$ cat config.mk
export PLATFORM = sky130hd
export DESIGN_NAME = cmd_framer
export DESIGN_NICKNAME = d
export VERILOG_FILES = /design/src/rtl/cmd_pkg.sv /design/src/rtl/frm_timer.sv /design/src/rtl/cmd_framer.sv
export SDC_FILE = /design/constraint.sdc
export NUM_CORES = 1
export LEC_CHECK = 0
export CORE_UTILIZATION = 35
export CTS_CLUSTER_DIAMETER = 50
export DETAILED_ROUTE_END_ITERATION = 12
export PLACE_DENSITY = 0.66
export SETUP_SLACK_MARGIN = 0.2
export SLEW_MARGIN = 5
export SYNTH_ARGS = -nofsm -noshare
export SYNTH_HDL_FRONTEND = slang
export SYNTH_SLANG_ARGS = --single-unit
$ cat constraint.sdc
create_clock -name clk -period 1.4 [get_ports clk]
set_input_delay 0.42 -clock clk [delete_from_list [all_inputs] [get_ports clk]]
set_output_delay 0.42 -clock clk [all_outputs]
set_load 0.02 [all_outputs]
$ cat src/rtl/cmd_pkg.sv
// Shared types and sizes for the command framer: receive states and frame geometry.
package cmd_pkg;

  localparam int unsigned BYTE_W      = 8;
  localparam int unsigned DATA_W      = 16;
  localparam int unsigned FRAME_BYTES = 3;

  typedef enum logic [1:0] {
    IDLE    = 2'd0,
    WAIT_HI = 2'd1,
    WAIT_LO = 2'd2
  } rx_state_e;

endpackage

$ cat src/rtl/frm_timer.sv
// Inter-byte silence counter; tmo flags the last allowed idle cycle of a partial frame.
module frm_timer #(
  parameter int unsigned TIMEOUT_CYC = 50000
) (
  input  logic clk,
  input  logic rst,
  input  logic clr,
  input  logic en,
  output logic tmo
);

  localparam int unsigned CW = (TIMEOUT_CYC > 2) ? $clog2(TIMEOUT_CYC) : 1;

  logic [CW-1:0] cnt;

  // A byte arriving in the would-be timeout cycle suppresses the timeout
  assign tmo = en & ~clr & (cnt == CW'(TIMEOUT_CYC - 1));

  always_ff @(posedge clk) begin
    if (rst || clr || !en || tmo) begin
      cnt <= '0;
    end else begin
      cnt <= cnt + CW'(1);
    end
  end

endmodule

$ cat src/rtl/cmd_framer.sv
// Assembles 3-byte command frames from a UART receiver and launches single-byte responses.
module cmd_framer
  import cmd_pkg::*;
#(
  parameter int unsigned TIMEOUT_CYC = 50000
) (
  input  logic              clk,
  input  logic              rst,
  input  logic              rx_rdy,
  input  logic [BYTE_W-1:0] rx_data,
  output logic              clr_rx_rdy,
  output logic              cmd_rdy,
  output logic [BYTE_W-1:0] cmd,
  output logic [DATA_W-1:0] data,
  input  logic              clr_cmd_rdy,
  input  logic [BYTE_W-1:0] resp,
  input  logic              send_resp,
  output logic [BYTE_W-1:0] tx_data,
  output logic              trmt,
  input  logic              tx_done,
  output logic              tx_busy,
  output logic              frm_err
);

  rx_state_e state;
  logic      cap;
  logic      tmr_en;
  logic      tmo;

  // Every offered byte is consumed immediately, whatever the state
  assign cap        = rx_rdy & ~rst;
  assign clr_rx_rdy = cap;
  assign tmr_en     = (state != IDLE);

  frm_timer #(
    .TIMEOUT_CYC (TIMEOUT_CYC)
  ) u_timer (
    .clk (clk),
    .rst (rst),
    .clr (cap),
    .en  (tmr_en),
    .tmo (tmo)
  );

  // Receive FSM with registered frame outputs
  always_ff @(posedge clk) begin
    if (rst) begin
      state   <= IDLE;
      cmd     <= '0;
      data    <= '0;
      cmd_rdy <= 1'b0;
      frm_err <= 1'b0;
    end else begin
      frm_err <= 1'b0;
      if (clr_cmd_rdy) begin
        cmd_rdy <= 1'b0;
      end
      if (cap) begin
        unique case (state)
          IDLE: begin
            cmd     <= rx_data;
            cmd_rdy <= 1'b0;
            state   <= WAIT_HI;
          end
          WAIT_HI: begin
            data[DATA_W-1:BYTE_W] <= rx_data;
            state                 <= WAIT_LO;
          end
          WAIT_LO: begin
            data[BYTE_W-1:0] <= rx_data;
            cmd_rdy          <= 1'b1;
            state            <= IDLE;
          end
          default: state <= IDLE;
        endcase
      end else if (tmo) begin
        state   <= IDLE;
        frm_err <= 1'b1;
      end
    end
  end

  // Response transmit path; a send in the tx_done cycle chains straight into a new byte
  always_ff @(posedge clk) begin
    if (rst) begin
      tx_data <= '0;
      trmt    <= 1'b0;
      tx_busy <= 1'b0;
    end else begin
      trmt <= 1'b0;
      if (send_resp && (!tx_busy || tx_done)) begin
        tx_data <= resp;
        trmt    <= 1'b1;
        tx_busy <= 1'b1;
      end else if (tx_done) begin
        tx_busy <= 1'b0;
      end
    end
  end

endmodule
==> summary.txt <==
Clock tree
  – CTS Buf Count: 5
  – Hold Buf Count CTS: 0
  – Clock Sinks: 54
  – CTS H-Tree Depth: 2
  – Worst-skew pair later-pin latency: 0.31 ns
  – Clock-pin slew of the registers on the worst-case setup and hold paths: 0.09 ns
  – CTS tree: done
  – CTS Buffer Depth: 2
  – Clock root buffer: clkbuf_8

Final layout
  – Finished Layout Cells: 389
  – Post-route cell area: 3280 µm²
  – Fin nets: 339
  – Layout cells sized above 1: 0.445
  – Final Util: 0.581
  – P&R area growth vs syn: 56.2%
  – Ant. Diodes: 0

Worst setup path
  – CP Max Fanout: 16
  – Worst R2R Setup Slack: 0.03 ns
  – CP Launch Type: register
  – CP Capture Type: register
  – Critical Path AT: 1.58 ns
  – Worst Path Required: 1.61 ns
  – Worst Setup Path Type: reg -> reg

Die
  – Io pins: 59
  – Initial cell density of the core: 0.372
  – Die X: 79.4 µm
  – Site Rows: 27
  – Die area: 6310 µm²
  – Core ar.: 5640 µm²
  – Vert. Die Dim: 79.4 µm

Detailed routing
  – First drt pass iteration count: 4
  – Vias/cell: 4.73
  – Drt initial violations: 67
  – Wirelength, routed: 4740 µm
  – DRC Markers: 0
  – Via count: 1839
  – WL per Instance: 12.2 µm
  – DRT antenna net count: 0

Power and ir drop
  – Leakage: 1.30 nW
  – Peak supply drop: 0.000550 V
  – Tot Pwr: 2.95 mW
  – Pwr dens: 901 nW/µm²

Placed design
  – IO buf count: 58
  – Inst Count DP: 369
  – Placed inst area: 2920 µm²
  – Final Wtd Congestion: 0.822
  – DP HPWL: 3200 µm

GRT
  – GR Layer Usage met2: 0.244
  – Largest net degree at the start of global routing: 39
  – Gr busiest metal: met2
  – Grt met3 use: 0.0469
  – Gr ovfl total: 0
  – First-pass GRT wire length: 7620 µm
  – Met1 Track Usage GR: 0.199
  – Initial antenna violation count: 0
  – Vias in the first global route: 1616
  – All-layer global routing usage: 0.156

Flow run
  – Max Cap Viol: 0

Timing
  – Fin. Hold Viols: 0
  – Period utilisation layout: 0.981
  – Fmax: 728 MHz
  – WHS: 0.468 ns
  – Min Tclk post-route: 1.37 ns
  – RSZ-0062 raised after global routing: true
  – # setup viols final: 0
  – Least-Margin Pin Slew: 0.371 ns
  – Pins Over Slew Limit: 0
  – Setup clock skew after layout: 0.00706 ns
  – Relative slew slack: 0.753

Logic synthesis
  – Post-synthesis cell count: 229
  – Sequential-to-total area share from yosys stat: 0.516
  – Syn. warnings: 0
  – Synthesized cell area: 2100 µm²
  – Yosys reg bits: 54
  – Avg Inst Size Synth: 9.16 µm²
  – Synthesized Nets: 252
  – Post-synthesis cell type count: 30

Run status
  – Status: complete, no violations

Worst hold path
  – Worst min path class: reg -> reg
-- worst max-delay path: stages (launching register included) --
cell,delay (ns)
dfxtp_1,0.36
nor4bb_2,0.30
nand4_1,0.19
o21ai_2,0.21
buf_12,0.17
nor2_1,0.05
-- logic make-up after synthesis --
kind of cell             after synthesis  share of synthesized area
AO/OA/AOI/OAI                         24                     0.0656
buffers and inverters                 17                     0.0358
XOR/XNOR                              14                     0.0585
AND/OR/NAND/NOR                      103                      0.242
flip-flops                            54                      0.516
adder cells (fa/ha/maj)                1                    0.00597
multiplexers                          16                     0.0764
-- metal layers --
| metal | wire length, µm | vias to the layer above |
|---|---|---|
| li1 | - | 942 |
| met1 | 2180 | 848 |
| met2 | 2260 | 42 |
| met3 | 221 | 7 |
| met4 | 74 | 0 |
| met5 | 0 | - |
-- report_power, final --
part	internal, mW	switching, mW
registers	1.59	0.0411
clock network	0.398	0.500
logic	0.227	0.192
total	2.22	0.733
-- final timing paths --
check	from	endpoint	cells after the start
worst max-delay path	u_timer.cnt[15]$_SDFF_PP0_	u_timer.cnt[9]$_SDFF_PP0_	5
worst max register to register	u_timer.cnt[15]$_SDFF_PP0_	u_timer.cnt[9]$_SDFF_PP0_	5
worst min register to register	data[14]$_SDFFE_PP0P_	data[14]$_SDFFE_PP0P_	2
worst min-delay path	data[14]$_SDFFE_PP0P_	data[14]$_SDFFE_PP0P_	2
-- cells in the mapped netlist --
| cell | n | area share |
|---|---|---|
| and3_1 | 4 | 0.012 |
| buf_2 | 3 | 0.0072 |
| o21ai_2 | 1 | 0.0042 |
| xnor2_1 | 5 | 0.021 |
| nor3_2 | 2 | 0.0095 |
| clkbuf_1 | 5 | 0.0090 |
| nor4b_1 | 1 | 0.0042 |
| inv_2 | 2 | 0.0036 |
| inv_1 | 6 | 0.011 |
| nor2_1 | 38 | 0.068 |
| nand4_1 | 9 | 0.027 |
| o41ai_1 | 2 | 0.0084 |
| nor3_4 | 1 | 0.0078 |
| a21oi_1 | 9 | 0.021 |
| buf_6 | 1 | 0.0054 |
| nand3_1 | 6 | 0.014 |
| nor4bb_1 | 1 | 0.0048 |
| a31oi_1 | 1 | 0.0030 |
| ha_1 | 1 | 0.0060 |
| and2_1 | 2 | 0.0060 |
| a211oi_1 | 2 | 0.0072 |
| o21ai_0 | 9 | 0.021 |
| nor4_1 | 2 | 0.0060 |
| nand2_1 | 26 | 0.047 |
| xor2_1 | 9 | 0.038 |
| and4_1 | 2 | 0.0084 |
| dfxtp_1 | 54 | 0.52 |
| mux2i_1 | 16 | 0.076 |
| nand2b_1 | 8 | 0.024 |
| nand2b_2 | 1 | 0.0042 |
-- flip-flops by register name (all words and copies together) (netlist names) --
name / count
frm_err: 1
cmd: 8
data: 16
state: 2
tx_busy: 1
u_timer.cnt: 16
tx_data: 8
cmd_rdy: 1
trmt: 1
-- cell usage in the layout (no fill, tap or decap), types with 6 or more instances in the layout --
cell type / n
clkdlybuf4s50_1: 17
xor2_1: 9
nor2_1: 37
nand2_1: 26
o21ai_0: 8
dfxtp_2: 40
buf_4: 26
nand4_1: 9
buf_6: 40
a21oi_1: 9
nand2b_1: 8
clkbuf_8: 6
dfxtp_1: 12
mux2i_1: 15
-- layout make-up --
type	count	area (µm²)
Clock buffer	6	82.6
Clock inverter	2	12.5
Fill cell	514	2370
Inverter	8	32.5
Multi-Input combinational cell	158	1040
Sequential cell	54	1140
Tap cell	72	90.1
Timing Repair Buffer	89	883
-- through the flow --
step,setup TNS (ns),setup slack [ns]
5_1_grt,-0.857,-0.0690
3_5_place_dp,-20.74,-0.686
6_report,0,0.0272
2_1_floorplan,-0.199,-0.0205
3_3_place_gp,-20.45,-0.680
4_1_cts,0,0.0216
-- what timing repair did --
action / CTS / global route
gates resized for setup: 270 / 22
endpoints found under the setup margin: 88 / 72
cloned: 1 / 0
pin swaps: 4 / 1
endpoints found under the hold margin: 0 / 0
buffers inserted: 5 / 6
No activity file was read; power rests on OpenSTA's default activity.
